<file path="src/rtl/i2c_pkg.sv">
// rtl/i2c_pkg.sv - shared I2C widths, bus levels and target FSM states
package i2c_pkg;

    localparam int I2C_ADDR_W = 7;
    localparam int I2C_BYTE_W = 8;

    // Level seen on SDA during the acknowledge clock
    localparam logic I2C_ACK  = 1'b0;
    localparam logic I2C_NACK = 1'b1;

    typedef enum logic [3:0] {
        ST_IDLE,
        ST_ADDR,
        ST_ADDR_ACK,
        ST_PTR,
        ST_PTR_ACK,
        ST_WDATA,
        ST_WDATA_ACK,
        ST_RDATA,
        ST_RACK,
        ST_IGNORE
    } i2c_state_t;

endpackage

</file>
<file path="src/rtl/i2c_bus_sync.sv">
// rtl/i2c_bus_sync.sv - SCL/SDA synchroniser with edge and START/STOP detection
module i2c_bus_sync (
    input  logic clk,
    input  logic rst,
    input  logic scl,
    input  logic sda_in,
    output logic scl_rise,
    output logic scl_fall,
    output logic start,
    output logic stop,
    output logic sda_s
);

    logic [1:0] scl_sync;
    logic [1:0] sda_sync;
    logic       scl_d;
    logic       sda_d;

    // Two-flop synchroniser plus one history flop per pin; idle bus is high
    always_ff @(posedge clk) begin
        if (rst) begin
            scl_sync <= 2'b11;
            sda_sync <= 2'b11;
            scl_d    <= 1'b1;
            sda_d    <= 1'b1;
        end else begin
            scl_sync <= {scl_sync[0], scl};
            sda_sync <= {sda_sync[0], sda_in};
            scl_d    <= scl_sync[1];
            sda_d    <= sda_sync[1];
        end
    end

    // Registered bus events; sda_s is delayed to line up with scl_rise
    always_ff @(posedge clk) begin
        if (rst) begin
            scl_rise <= 1'b0;
            scl_fall <= 1'b0;
            start    <= 1'b0;
            stop     <= 1'b0;
            sda_s    <= 1'b1;
        end else begin
            scl_rise <= scl_sync[1] & ~scl_d;
            scl_fall <= ~scl_sync[1] & scl_d;
            start    <= scl_sync[1] & scl_d & sda_d & ~sda_sync[1];
            stop     <= scl_sync[1] & scl_d & ~sda_d & sda_sync[1];
            sda_s    <= sda_sync[1];
        end
    end

endmodule

</file>
<file path="src/rtl/i2c_target_regfile.sv">
// rtl/i2c_target_regfile.sv - I2C target exposing a pointer-addressed register bank
module i2c_target_regfile
    import i2c_pkg::*;
#(
    parameter logic [I2C_ADDR_W-1:0] TARGET_ADDR = 7'h2A,
    parameter int                    NREGS       = 4,
    parameter logic [I2C_BYTE_W-1:0] RESET_VAL   = 8'h00
) (
    input  logic                          clk,
    input  logic                          rst,
    input  logic                          scl,
    input  logic                          sda_in,
    output logic                          sda_out,
    output logic                          ctrl,
    output logic [I2C_BYTE_W*NREGS-1:0]   reg_q,
    output logic                          wr_stb,
    output logic [$clog2(NREGS)-1:0]      wr_idx
);

    localparam int PW = $clog2(NREGS);

    logic                  scl_rise;
    logic                  scl_fall;
    logic                  start;
    logic                  stop;
    logic                  sda_s;

    i2c_state_t            state;
    logic [2:0]            bit_cnt;
    logic                  got_bit;
    logic                  rw;
    logic [I2C_BYTE_W-1:0] shreg;
    logic [PW-1:0]         ptr;
    logic [I2C_BYTE_W-1:0] regs [NREGS];

    logic [I2C_BYTE_W-1:0] shift_in;
    logic [I2C_BYTE_W-1:0] rd_byte;
    logic [PW-1:0]         ptr_next;
    logic                  ptr_ok;

    i2c_bus_sync u_bus_sync (
        .clk      (clk),
        .rst      (rst),
        .scl      (scl),
        .sda_in   (sda_in),
        .scl_rise (scl_rise),
        .scl_fall (scl_fall),
        .start    (start),
        .stop     (stop),
        .sda_s    (sda_s)
    );

    // Open-drain: the pad only ever drives low, ctrl is its enable
    assign sda_out  = 1'b0;

    assign shift_in = {shreg[I2C_BYTE_W-2:0], sda_s};
    assign rd_byte  = regs[ptr];
    assign ptr_next = (ptr == PW'(NREGS - 1)) ? '0 : ptr + PW'(1);
    assign ptr_ok   = ({1'b0, shreg} < 9'(NREGS));

    genvar gi;
    generate
        for (gi = 0; gi < NREGS; gi++) begin : g_reg_q
            assign reg_q[I2C_BYTE_W*gi +: I2C_BYTE_W] = regs[gi];
        end
    endgenerate

    // Protocol FSM: bit capture, ACK/data drive on SCL fall, pointer and register writes
    always_ff @(posedge clk) begin
        if (rst) begin
            state   <= ST_IDLE;
            bit_cnt <= 3'd0;
            got_bit <= 1'b0;
            rw      <= 1'b0;
            shreg   <= '0;
            ptr     <= '0;
            ctrl    <= 1'b0;
            wr_stb  <= 1'b0;
            wr_idx  <= '0;
            for (int i = 0; i < NREGS; i++) begin
                regs[i] <= RESET_VAL;
            end
        end else begin
            wr_stb <= 1'b0;
            if (stop) begin
                // Any partial byte is dropped; pointer survives for the next transfer
                state   <= ST_IDLE;
                ctrl    <= 1'b0;
                bit_cnt <= 3'd0;
                got_bit <= 1'b0;
            end else if (start) begin
                state   <= ST_ADDR;
                ctrl    <= 1'b0;
                bit_cnt <= 3'd0;
                got_bit <= 1'b0;
            end else begin
                case (state)
                    ST_IDLE: begin
                        ctrl <= 1'b0;
                    end

                    ST_ADDR, ST_PTR, ST_WDATA: begin
                        if (scl_rise) begin
                            shreg   <= shift_in;
                            bit_cnt <= bit_cnt + 3'd1;
                            if (bit_cnt == 3'd7) begin
                                got_bit <= 1'b1;
                                if (state == ST_WDATA) begin
                                    regs[ptr] <= shift_in;
                                    wr_stb    <= 1'b1;
                                    wr_idx    <= ptr;
                                    ptr       <= ptr_next;
                                end
                            end
                        end else if (scl_fall && got_bit) begin
                            got_bit <= 1'b0;
                            if (state == ST_ADDR) begin
                                if (shreg[I2C_BYTE_W-1:1] == TARGET_ADDR) begin
                                    rw    <= shreg[0];
                                    ctrl  <= 1'b1;
                                    state <= ST_ADDR_ACK;
                                end else begin
                                    state <= ST_IGNORE;
                                end
                            end else if (state == ST_PTR) begin
                                if (ptr_ok) begin
                                    ptr   <= shreg[PW-1:0];
                                    ctrl  <= 1'b1;
                                    state <= ST_PTR_ACK;
                                end else begin
                                    state <= ST_IGNORE;
                                end
                            end else begin
                                ctrl  <= 1'b1;
                                state <= ST_WDATA_ACK;
                            end
                        end
                    end

                    ST_ADDR_ACK: begin
                        if (scl_fall) begin
                            bit_cnt <= 3'd0;
                            if (rw) begin
                                // First read bit goes out on the same fall that ends the ACK
                                shreg <= rd_byte;
                                ptr   <= ptr_next;
                                ctrl  <= ~rd_byte[I2C_BYTE_W-1];
                                state <= ST_RDATA;
                            end else begin
                                ctrl  <= 1'b0;
                                state <= ST_PTR;
                            end
                        end
                    end

                    ST_PTR_ACK, ST_WDATA_ACK: begin
                        if (scl_fall) begin
                            ctrl    <= 1'b0;
                            bit_cnt <= 3'd0;
                            state   <= ST_WDATA;
                        end
                    end

                    ST_RDATA: begin
                        if (scl_fall) begin
                            if (bit_cnt == 3'd7) begin
                                ctrl    <= 1'b0;
                                got_bit <= 1'b0;
                                state   <= ST_RACK;
                            end else begin
                                bit_cnt <= bit_cnt + 3'd1;
                                ctrl    <= ~shreg[I2C_BYTE_W-2];
                                shreg   <= {shreg[I2C_BYTE_W-2:0], 1'b0};
                            end
                        end
                    end

                    ST_RACK: begin
                        if (scl_rise) begin
                            if (sda_s == I2C_NACK) begin
                                state <= ST_IGNORE;
                            end else begin
                                got_bit <= 1'b1;
                            end
                        end else if (scl_fall && got_bit) begin
                            got_bit <= 1'b0;
                            bit_cnt <= 3'd0;
                            shreg   <= rd_byte;
                            ptr     <= ptr_next;
                            ctrl    <= ~rd_byte[I2C_BYTE_W-1];
                            state   <= ST_RDATA;
                        end
                    end

                    ST_IGNORE: begin
                        ctrl <= 1'b0;
                    end

                    default: begin
                        ctrl  <= 1'b0;
                        state <= ST_IDLE;
                    end
                endcase
            end
        end
    end

endmodule

</file>
<file path="config.mk">
export PLATFORM = sky130hd
export DESIGN_NAME = i2c_target_regfile
export DESIGN_NICKNAME = d
export VERILOG_FILES = /design/src/rtl/i2c_pkg.sv /design/src/rtl/i2c_bus_sync.sv /design/src/rtl/i2c_target_regfile.sv
export SDC_FILE = /design/constraint.sdc
export NUM_CORES = 1
export LEC_CHECK = 0
export CORE_MARGIN = 4
export CORE_UTILIZATION = 52
export CTS_BUF_LIST = sky130_fd_sc_hd__clkbuf_8
export CTS_CLUSTER_SIZE = 40
export DETAILED_ROUTE_END_ITERATION = 12
export PLACE_DENSITY = 0.8
export SYNTH_ARGS = -nofsm -noshare
export SYNTH_HDL_FRONTEND = slang
export SYNTH_HIERARCHICAL = 1
export SYNTH_SLANG_ARGS = --single-unit
</file>
<file path="constraint.sdc">
create_clock -name clk -period 2.5 [get_ports clk]
set_input_delay 0.375 -clock clk [delete_from_list [all_inputs] [get_ports clk]]
set_output_delay 0.375 -clock clk [all_outputs]
set_load 0.03 [all_outputs]
</file>
* Word level (Yosys, flattened, before mapping)
Memories as Yosys holds them, arrays and structs flattened. A register that Yosys moved wholly into a read port is not among the register bits.
Index checks and enable logic that the tools add are counted.
** Cells by class
- Bitwise gates (word level) :: 17
- Reductions and logical operators :: 22
- Equal/unequal tests :: 44
- Multiplexer cells :: 81
- $add $sub $neg :: 2
- Order comparisons :: 1
** Operators by type and width (count)
- $mux W8 :: 8
- $mux W4 :: 13
- $mux W1 :: 32
- $pmux W8 S4 :: 1
- $mux W2 :: 15
- $reduce_and A9 Y1 :: 3
- $pmux W4 S6 :: 1
- $mux W3 :: 7
- $ne A3 B2 Y1 const B :: 7
- $ne A3 B3 Y1 const B :: 6
- $eq A4 B3 Y1 const B :: 4
- $ne A2 B2 Y1 const B :: 7
- $reduce_and A7 Y1 :: 2
- $reduce_and A13 Y1 :: 1
- $ne A2 B1 Y1 const B :: 6
- $pmux W3 S4 :: 1
- $not A1 Y1 :: 10
- $reduce_and A10 Y1 :: 1
- $ne A3 B1 Y1 const B :: 3
- $reduce_or A3 Y1 :: 3
- $eq A4 B2 Y1 const B :: 2
- $eq A4 B4 Y1 const B :: 2
- $lt A8 B3 Y1 const B :: 1
- $ne A4 B4 Y1 const B :: 2
- 19 further kinds :: 29
** Word-level totals
- Memory bits (writable) :: 32
- Register bits after elaboration :: 33
- Word-level logic and storage cells :: 186
- Output and inout port bits :: 37
- Bits of input ports :: 4
- Memories kept :: 1
** Memory list
- regs :: depth 4, width 8, read ports 5, clocked after Yosys merged registers in 1, wr ports 4, line i2c_target_regfile.sv:34 : logic [I2C_BYTE_W-1:0] regs [NREGS];

* Depth between registers and ports, before layout
- Depth in word-level cells :: 11
- Gate-level depth with buffers :: 7
- Depth with buffers taken out :: 7

* Hierarchy
The synthesis kept the hierarchy.
** Modules (own cells, without submodules)
- i2c_target_regfile :: seq. area each 1461.4 um^2, times used 1, cells an instance 279, area each 3156.8 um^2
- i2c_bus_sync :: seq. area each 200.2 um^2, times used 1, cells an instance 22, area each 300.3 um^2

* Worst setup path after synthesis
Ideal clock, no wire load.
- Kind :: input to register
- From :: in rst
- To :: mem regs[0][0] (enable)
- Data required time :: 2171 ps
- Slack :: 380 ps
- Setup time :: 329 ps
- Arrival time :: 1791 ps
- Stages :: 6
- Buffers on the path :: 2
- Cell sequence :: or3_1 > buf_6 > nor4_4 > buf_6 > nor3b_4 > or2_1
** RTL lines
- start, declared :: line i2c_target_regfile.sv:10 : input logic rst,
- end, declared :: line i2c_target_regfile.sv:34

==> flow_metrics.tcl <==
set metrics [dict create \
    routabilityCongestion 0.889 \
    n_fill_cell 504 \
    initial_core_util 0.541 \
    fmax_mhz 445 \
    syn_area_mm2 0.00346 \
    ys_types 69 \
    power.leakage_nw 1.61 \
    worst_slack_ns 0.254 \
    hold_start "u_bus_sync/scl_sync[0]" \
    cp-start-kind "flop" \
    end_kind "flop" \
    hold_ws_ns 0.411 \
    cp_num_buf_inv 0 \
    grt_pass1_wl_um 13100 \
    clock-sinks 67 \
    cts_buffers 9 \
    root_buffer "clkbuf_8" \
    drt_wl_total_um 7800 \
    rsz0062_at_grt "no" \
    antenna_found_initial 0 \
    period_minus_slack_ns 2.25 \
    grt_max_degree 28 \
    grt_overflow 0 \
    post_cts_resized 0 \
    avgSynthCellArea_um2 11.5 \
    power_density_mw_per_mm2 735 \
    path_depth 6 \
    ys_seq_elements 67 \
    crit_top_cell "ha_1" \
    r2r_start "bit_cnt[0]" \
    cap_violations 0 \
    hp-class "reg -> reg" \
    ios 41 \
    cts_tree "yes" \
    final-max-slew-violation-count 0 \
    track_usage 0.220 \
    synth_top_cell_by_area "edfxtp_1" \
    fin_crit_sh 0.899 \
    irDropWorstVdd_mv 0.507 \
    worstPathArrival_ns 2.26 \
    rr_worst_depth 6 \
    slew_headroom 0.664 \
    nets 356 \
    status "finished, final reports clean" \
    dp.cells 415 \
    design.die.area_mm2 0.00802 \
    clkTransAtPathRegs_ns 0.07 \
    stdcell_count 431 \
    synth_edf_count 32 \
    fin_worst_skew_ns 0.0128 \
    cpPeakStageDelay_ns 0.35 \
    antenna_cells 0 \
    synth_top_flop_cell "dfxtp_1" \
    yosysTopAreaCellShare 0.278 \
    worst_ep_required_time_ns 2.51 \
    cts_max_level 3 \
    grt_pass1_vias 2565 \
    ys_warn_count 6 \
    port_buffers 39 \
    synthArstFlopShare 0 \
    drive_gt1_frac 0.223 \
    critPathSlowestCell "dfxtp_1" \
    drtPass1Iterations 5 \
    cts.path.max_buffers 2 \
    crit_family "simple AND/OR/NAND/NOR gates" \
    areaGrowthSynthToFinish_pct 19.3 \
    finalHoldViolations 0 \
    worstMarginPinSlew_ns 0.500 \
    drt-initial-drc-count 263 \
    vias 2539 \
    yosys-top-cells-area "edfxtp_1 (28%), dfxtp_1 (20%), mux4_2 (5.2%)" \
    worstPathCellList "ha_1, ha_1, nand2_1, nor4_4, nor3b_4, or2_1" \
    drc 0 \
    rows 29 \
    yosysSeqAreaShare 0.481 \
    holdBufCountCts 0 \
    chipWidth_um 89.5 \
    route.antenna.remaining_nets 0 \
    setup-tns-final_ns 0 \
    startpoint "bit_cnt[0]" \
    syn_inst 301 \
    die_h_um 89.5 \
    dp_slack_ns -0.0307 \
    syn_nets 308 \
    postCtsSetupBuffers 0 \
    dp_hpwl_um 5650 \
    clock_latency_ns 0.35 \
    setup_viol 0 \
    whs_path_depth 1 \
    wl_per_cell_um 18.1 \
    coreArea_mm2 0.00639 \
    worstPathMaxFanout 8 \
    criticalPathCategory "reg -> reg" \
    vias_per_cell 5.89 \
]
## layout make-up
class / count / area, um2 / area share
timing repair buffer: 55 / 510 / 0.124
tap: 77 / 96.3 / 0.0234
inverter: 4 / 15.0 / 0.00364
clock buffer: 10 / 138 / 0.0334
sequential: 67 / 1660 / 0.403
multi-input combinational: 212 / 1660 / 0.403
clock inverter: 6 / 40.0 / 0.00971
## power by group
group          leakage, nW  switching, mW  internal [mW]
registers            0.615          0.113           1.22
clock network       0.0941          0.424          0.387
logic                0.897          0.485          0.405
total                 1.61           1.02           2.01
## worst paths after layout
path	endpoint	slack (ns)
setup / recovery	regs[0][2]	0.25
hold / removal	u_bus_sync/scl_sync[1]	0.41
setup reg to reg	regs[0][2]	0.25
hold reg to reg	u_bus_sync/scl_sync[1]	0.41
## cell families (layout without fill, tap and decap cells)
group,count (synthesis),count (layout),share of synthesized area
DFF,67,67,0.481
AOI/OAI and AO/OA,50,50,0.110
and+or+nand+nor,127,127,0.239
muxes,30,30,0.118
adders and majority gates,3,3,0.0109
xor gates and xnor gates,1,1,0.00253
other,1,1,0.00108
buffers and inverters,22,75,0.0380
## cells in the final DEF, fill, tap and decap left out, types with 7 or more instances in the layout
cell type	synthesis	final
clkdlybuf4s50_1	0	39
dfxtp_1	35	35
edfxtp_1	32	32
and2_1	27	27
nor2_1	18	18
buf_4	3	16
nand2_1	15	15
mux2i_1	15	15
a21oi_1	12	12
clkbuf_8	0	10
and2_2	8	8
mux4_2	8	8
mux2_2	7	7
## cells in the mapped netlist (all sizes together), types with 2 or more instances
cell / count
inv: 4
dfxtp: 35
clkbuf: 5
a311oi: 3
buf: 13
a21oi: 13
nand2b: 5
nor4: 3
mux2i: 15
ha: 3
o211ai: 4
mux4: 8
nor3b: 6
or2: 11
and3b: 5
nor4b: 2
a211oi: 5
nor3: 6
or3: 2
mux2: 7
edfxtp: 32
and2: 35
o21ai: 6
nor2b: 6
nand3: 4
a2111oi: 2
a31oi: 2
nand2: 15
a21o: 3
nor2: 19
## through the flow
stage,power (mW),instance area (um2),utilization
global placement,2.22,3950,0.618
detailed placement,2.23,3950,0.618
global route,3.20,4130,0.646
CTS,3.04,4130,0.646
floorplan,2.02,3460,-
finish,3.03,4130,0.646
## flip-flops by register name (all words and copies together), names as in the netlist, named ones only
name,count
wr_stb,1
u_bus_sync/scl_d,1
u_bus_sync/stop,1
ptr,2
got_bit,1
u_bus_sync/sda_s,1
u_bus_sync/scl_fall,1
shreg,8
state,4
u_bus_sync/scl_rise,1
u_bus_sync/scl_sync,2
regs,32
u_bus_sync/start,1
wr_idx,2
u_bus_sync/sda_sync,2
ctrl,1
rw,1
bit_cnt,3
## routing by layer
layer	vias to the layer above	track usage	part of all wire
li1	1198	-	-
met4	0	0.110	0.029
met2	102	0.338	0.46
met1	1216	0.293	0.44
met5	-	0	0
met3	23	0.0488	0.064
Note: power is estimated with default switching activity, not from simulation.
